$ cat src/rtl/pc_gen_pkg.sv
// Shared types and address helpers for the fetch-PC generator.
package pc_gen_pkg;

    typedef enum logic [1:0] {
        IDLE = 2'd0,
        REQ  = 2'd1,
        WAIT = 2'd2
    } state_e;

    typedef enum logic [1:0] {
        NONE = 2'd0,
        DEC  = 2'd1,
        EX   = 2'd2
    } src_e;

    // Widest address and group the helpers handle; callers truncate the results.
    localparam int unsigned MAX_XLEN = 64;
    localparam int unsigned MAX_FW   = 8;

    // Clear the byte-offset-in-group bits (log2(fw)+2 low bits).
    function automatic logic [MAX_XLEN-1:0] group_align(input logic [MAX_XLEN-1:0] addr,
                                                        input int unsigned         fw);
        logic [MAX_XLEN-1:0] grp_bytes;
        grp_bytes = MAX_XLEN'(fw) << 2;
        return addr & ~(grp_bytes - MAX_XLEN'(1));
    endfunction

    // Lane i is live when it sits at or after the PC's word slot in the group.
    function automatic logic [MAX_FW-1:0] lane_mask(input logic [MAX_XLEN-1:0] addr,
                                                    input int unsigned         fw);
        logic [MAX_XLEN-1:0] word_off;
        logic [MAX_FW-1:0]   mask;
        word_off = (addr >> 2) & (MAX_XLEN'(fw) - MAX_XLEN'(1));
        mask     = '0;
        for (int unsigned i = 0; i < MAX_FW; i++) begin
            mask[i] = (i < fw) && (MAX_XLEN'(i) >= word_off);
        end
        return mask;
    endfunction

endpackage

$ cat src/rtl/pc_redirect_arb.sv
// Redirect arbiter: execute beats decode; a misaligned winner is flagged
// instead of winning, and the loser is dropped regardless.
import pc_gen_pkg::*;

module pc_redirect_arb #(
    parameter int unsigned XLEN = 32
) (
    input  logic            dec_redirect_i,
    input  logic [XLEN-1:0] dec_target_i,
    input  logic            ex_redirect_i,
    input  logic [XLEN-1:0] ex_target_i,
    output logic            win_o,
    output logic [XLEN-1:0] target_o,
    output src_e            src_o,
    output logic            err_o
);

    logic any_req;
    logic misaligned;

    // Priority select, then qualify the winner by word alignment.
    always_comb begin
        target_o = dec_target_i;
        src_o    = NONE;
        if (ex_redirect_i) begin
            target_o = ex_target_i;
            src_o    = EX;
        end else if (dec_redirect_i) begin
            src_o    = DEC;
        end
        any_req    = ex_redirect_i | dec_redirect_i;
        misaligned = (target_o[1:0] != 2'b00);
        win_o      = any_req & ~misaligned;
        err_o      = any_req & misaligned;
    end

endmodule

$ cat src/rtl/pc_gen.sv
// Fetch-PC generator: issues group-aligned fetch requests, waits for the
// burst's last beat, and folds decode/execute redirects in, deferring any
// that land while a request is outstanding.
//
// state | meaning
// IDLE  | first cycle after reset, no request yet
// REQ   | request presented, address/mask held until accepted
// WAIT  | request accepted, waiting for rlast
import pc_gen_pkg::*;

module pc_gen #(
    parameter int unsigned            XLEN        = 32,
    parameter int unsigned            FETCH_WIDTH = 2,
    parameter logic [XLEN-1:0]        RESET_PC    = '0,
    parameter int unsigned            EPOCH_W     = 2
) (
    input  logic                   clk,
    input  logic                   rst,
    input  logic                   dec_redirect,
    input  logic [XLEN-1:0]        dec_target,
    input  logic                   ex_redirect,
    input  logic [XLEN-1:0]        ex_target,
    output logic                   fetch_req_valid,
    input  logic                   fetch_req_ready,
    output logic [XLEN-1:0]        fetch_addr,
    output logic [FETCH_WIDTH-1:0] fetch_mask,
    input  logic                   rlast,
    output logic [EPOCH_W-1:0]     fetch_epoch,
    output logic                   misalign_err
);

    localparam logic [XLEN-1:0] GROUP_BYTES = XLEN'(FETCH_WIDTH * 4);

    state_e             state_q, state_d;
    logic [XLEN-1:0]    pc_q, pc_d;
    logic [XLEN-1:0]    pend_tgt_q, pend_tgt_d;
    src_e               pend_src_q, pend_src_d;
    logic [EPOCH_W-1:0] epoch_q, epoch_d;
    logic               err_q, err_d;

    logic               arb_win;
    logic [XLEN-1:0]    arb_tgt;
    src_e               arb_src;
    logic               arb_err;
    logic               defer_slot;
    logic [XLEN-1:0]    seq_addr;

    pc_redirect_arb #(
        .XLEN (XLEN)
    ) u_arb (
        .dec_redirect_i (dec_redirect),
        .dec_target_i   (dec_target),
        .ex_redirect_i  (ex_redirect),
        .ex_target_i    (ex_target),
        .win_o          (arb_win),
        .target_o       (arb_tgt),
        .src_o          (arb_src),
        .err_o          (arb_err)
    );

    assign fetch_addr      = XLEN'(group_align(MAX_XLEN'(pc_q), FETCH_WIDTH));
    assign fetch_mask      = FETCH_WIDTH'(lane_mask(MAX_XLEN'(pc_q), FETCH_WIDTH));
    assign fetch_req_valid = (state_q == REQ);
    assign fetch_epoch     = epoch_q;
    assign misalign_err    = err_q;
    assign seq_addr        = fetch_addr + GROUP_BYTES;

    // The address cannot move while a request is presented or in flight.
    assign defer_slot = (state_q == REQ) || ((state_q == WAIT) && !rlast);

    // Next state, next PC, pending redirect and epoch.
    always_comb begin
        state_d    = state_q;
        pc_d       = pc_q;
        pend_tgt_d = pend_tgt_q;
        pend_src_d = pend_src_q;
        epoch_d    = epoch_q;
        err_d      = arb_err;

        case (state_q)
            IDLE: begin
                state_d = REQ;
                if (arb_win) begin
                    pc_d    = arb_tgt;
                    epoch_d = epoch_q + EPOCH_W'(1);
                end
            end
            REQ: begin
                if (fetch_req_ready) begin
                    state_d = WAIT;
                end
            end
            WAIT: begin
                if (rlast) begin
                    state_d    = REQ;
                    pend_src_d = NONE;
                    if (arb_win) begin
                        pc_d    = arb_tgt;
                        epoch_d = epoch_q + EPOCH_W'(1);
                    end else if (pend_src_q != NONE) begin
                        pc_d = pend_tgt_q;
                    end else begin
                        pc_d = seq_addr;
                    end
                end
            end
            default: begin
                state_d    = IDLE;
                pend_src_d = NONE;
            end
        endcase

        // A decode redirect behind a pending execute one is on the wrong path.
        if (defer_slot && arb_win && ((arb_src == EX) || (pend_src_q != EX))) begin
            pend_tgt_d = arb_tgt;
            pend_src_d = arb_src;
            epoch_d    = epoch_q + EPOCH_W'(1);
        end
    end

    // State and datapath registers with synchronous reset.
    always_ff @(posedge clk) begin
        if (rst) begin
            state_q    <= IDLE;
            pc_q       <= RESET_PC;
            pend_tgt_q <= '0;
            pend_src_q <= NONE;
            epoch_q    <= '0;
            err_q      <= 1'b0;
        end else begin
            state_q    <= state_d;
            pc_q       <= pc_d;
            pend_tgt_q <= pend_tgt_d;
            pend_src_q <= pend_src_d;
            epoch_q    <= epoch_d;
            err_q      <= err_d;
        end
    end

endmodule

$ cat config.mk
export PLATFORM = sky130hd
export DESIGN_NAME = pc_gen
export DESIGN_NICKNAME = d
export VERILOG_FILES = /design/src/rtl/pc_gen_pkg.sv /design/src/rtl/pc_redirect_arb.sv /design/src/rtl/pc_gen.sv
export SDC_FILE = /design/constraint.sdc
export NUM_CORES = 1
export LEC_CHECK = 0
export BUFFER_PORTS_ARGS = -buffer_cell sky130_fd_sc_hd__buf_2
export CAP_MARGIN = 20
export CORE_UTILIZATION = 34
export CTS_BUF_LIST = sky130_fd_sc_hd__clkbuf_8
export DETAILED_ROUTE_END_ITERATION = 7
export PLACE_DENSITY = 0.56
export REMOVE_ABC_BUFFERS = 1
export SYNTH_ARGS = -nofsm -noshare
export SYNTH_HDL_FRONTEND = slang
export SYNTH_SLANG_ARGS = --single-unit
$ cat constraint.sdc
create_clock -name clk -period 1.85 [get_ports clk]
set_input_delay 0.0925 -clock clk [delete_from_list [all_inputs] [get_ports clk]]
set_output_delay 0.0925 -clock clk [all_outputs]
set_load 0.005 [all_outputs]
==> key figures <==
Run status
  – Status: completed

Clocking
  – TritonCTS buffer count: 9
  – CTS max path bufs: 2
  – H-Tree Depth: 3
  – Hold buffer count at cts: 0
  – Clock insertion delay at the later pin of the skew report: 0.35 ns
  – Worst-path clk slew: 0.08 ns
  – CTS Sinks: 67
  – CTS tree: yes
  – Clk root buf: clkbuf_8

Finish
  – Fillers: 1,272
  – Final nets: 696
  – Layout area overhead: 23.8%
  – Non-Filler Instances: 803
  – Layout cells sized above 1: 33.7%
  – Core Util, Final: 43.0%
  – Post-route design area: 5400 µm²

Global route
  – Initial antenna violation count: 0
  – GR Util All Layers: 19.1%
  – Vias in the first global route: 3,920
  – Largest net degree at the start of global routing: 39
  – Grt total ovfl: 0
  – First-pass GRT wire length: 19.5 mm

Yosys
  – EDFF count, synth: 0
  – Share of the synthesized area in the top cell type: 30.8%
  – Avg Cell Area, Syn: 8.28 µm²
  – Post-Syn Instances: 527
  – Sequential cell area fraction in the yosys report: 30.8%
  – Flops & latches, synth: 67
  – Cells taking the most area after synthesis: dfxtp_1 (31%), mux2i_1 (7.3%), buf_4 (6.4%), nor2_1 (4.8%), a211oi_1 (4.5%)
  – Synth top cells by count: dfxtp_1 (67), nor2_1 (56), buf_4 (37), nand2_1 (37), mux2i_1 (32)
  – Post-synth top flop: dfxtp_1
  – Ys async rst share: 0%
  – Most common cell in the netlist: dfxtp_1
  – Syn. warnings: 0
  – Area leader, netlist: dfxtp_1
  – Mapped cell area: 4360 µm²
  – Yosys cell types: 71

Setup path
  – Crit Path Category: flop to flop
  – Path length in cells of the critical path: 6
  – Worst path cell trace: nand4_1 > nor4_2 > buf_4 > a31oi_1 > o31ai_1 > o21ai_1
  – Crit. End Element: flop
  – Crit path capture: pc_q[29]
  – Worst path buffer plus inverter count: 1
  – Reg2reg start: pc_q[9]
  – Reg-to-Reg End: pc_q[29]
  – Type of origin of the critical path: flop
  – Critical-path maximum fanout: 6
  – R2R cell count: 6
  – Worst path arrival time: 2.00 ns
  – CP required: 2.07 ns
  – Register-to-register setup slack: 0.08 ns
  – CP startpoint: pc_q[9]
  – Critical-path top delay cell: nor4_2
  – Slowest stage delay, CP: 0.41 ns
  – Critical path's top delay family: simple AND/OR/NAND/NOR gates

Pwr
  – Sequential share of power: 44.2%
  – Switch share: 29.7%
  – Max rail drop VDD: 0.000358 V
  – Total power: 3.63 mW
  – Comb pwr share: 21.1%
  – Clock network power share: 34.7%
  – Leakage: 2.16 nW
  – Switching power: 1.08 mW
  – Int Power: 2.55 mW
  – PwrDens: 673 nW/µm²

STA
  – Minimum clock period: 1.77 ns
  – Setup ws final: 0.0751 ns
  – FMAX: 563 MHz
  – Clock Skew: 0.0110 ns
  – Fin Hold WS: 0.0524 ns
  – Worst Tran Pin Value: 0.541 ns
  – Final Hold Fails: 0
  – Setup TNS Final: 0 ns
  – Max Slew Vio Count: 0
  – Fin crit share: 95.9%
  – Rel. slew slack: 63.9%
  – RSZ-0062 raised after global routing: no
  – Final setup violation count: 0

Route
  – Routed wire per std cell: 15.2 µm
  – Drt initial violations: 180
  – DR vias: 4,212
  – DRT antenna net count: 0
  – Final WL: 12.2 mm
  – DRC Markers: 0
  – DRT Pass-1 Iters: 4
  – Vias per cell: 5.25

Place
  – Worst Setup Slack post-DPL: -0.00177 ns
  – Port buffer count: 103
  – DP HPWL: 9.16 mm
  – DP Area: 5150 µm²
  – Gp weighted congestion: 0.829
  – DP Cell Count: 784

Floorplanning
  – Initial Util: 34.7%
  – Core area: 12,600 µm²
  – Die Area: 13,300 µm²
  – Die Y: 115 µm
  – I/O pin total: 108
  – Row Count: 41
  – Width of the die: 115 µm

Hold path
  – Hold depth: 3
  – Hold/Removal Path Class: input port to flop

Run
  – Max Cap Violations: 0
[tightest hold or removal path: stages]
cell	delay, ns
buf_2	0.10
a31oi_1	0.09
nor2_1	0.08
[state kept, by name, summed over array words and instances, names as in the netlist]
register / count
fetch_epoch: 2
misalign_err: 1
pc_q: 30
pend_src_q: 2
pend_tgt_q: 30
state_q: 2
[layout make-up]
class | count | area [µm²] | area share (%)
clock inverter | 6 | 65.1 | 1.20
timing repair buffer | 159 | 1030 | 19.0
sequential | 67 | 1340 | 24.9
tap | 172 | 215 | 3.98
inverter | 10 | 37.5 | 0.695
antenna | 1 | 2.50 | 0.0463
clock buffer | 10 | 138 | 2.55
multi-input combinational | 378 | 2570 | 47.6
[cell usage in the layout, fill, tap and decap left out, drive strengths merged, types with 3 or more instances in the layout]
cell type / instances
nand3: 18
nor2: 56
o21ai: 37
nor3: 9
mux2i: 32
nand2: 37
inv: 10
mux2: 7
nor4: 8
and2: 3
a21oi: 23
buf: 159
clkbuf: 10
and4: 5
nor2b: 3
dfxtp: 67
xor2: 11
conb: 4
o221a: 8
and3: 6
clkinvlp: 4
nand4: 12
a211oi: 31
a31oi: 12
o311ai: 3
a211o: 4
o211ai: 3
xnor2: 5
[kinds of logic (layout without fill, tap and decap cells)]
logic type,Yosys count,after routing,synth area share (%)
simple gates,173,173,20.5
compound gates,145,145,24.5
buf+inv,84,185,11.4
flops,67,67,30.8
mux,39,39,9.15
xor+xnor,16,16,3.21
other cells,2,5,0.172
fa+ha+maj,1,1,0.287
[how the worst min path moves through the flow]
stage	start	to	slack [ns]
finish	fetch_req_ready	state_q[1]	0.05
global route	fetch_req_ready	state_q[1]	0.07
CTS	fetch_req_ready	state_q[1]	0.05
detailed placement	fetch_req_ready	state_q[1]	0.41
global placement	fetch_req_ready	state_q[1]	0.38
floorplan	rst	pend_tgt_q[15]	0.16
[power groups by stage]
stage | logic (mW) | registers (mW) | clock network (mW)
6_report | 0.768 | 1.61 | 1.26
5_1_grt | 0.850 | 1.62 | 1.35
4_1_cts | 0.770 | 1.60 | 1.29
3_5_place_dp | 0.768 | 1.64 | 0
3_3_place_gp | 0.753 | 1.63 | 0
2_1_floorplan | 0.345 | 1.65 | 0
[routing by layer]
| layer | wire length, µm | share of wire, % | GRT usage (%) | vias to the layer above |
|---|---|---|---|---|
| li1 | - | - | - | 2106 |
| met1 | 5830 | 48 | 25.5 | 1986 |
| met2 | 5690 | 47 | 31.1 | 114 |
| met3 | 632 | 5.2 | 2.95 | 6 |
| met4 | 81 | 0.66 | 6.67 | 0 |
| met5 | 0 | 0 | 0 | - |
[timing repair]
action	CTS	global route
pin swaps	1	1
buffers inserted	2	0
endpoints found under the hold margin	0	0
resized for setup	0	10
setup endpoints to repair	1	28
(Power assumes the default switching activity.)
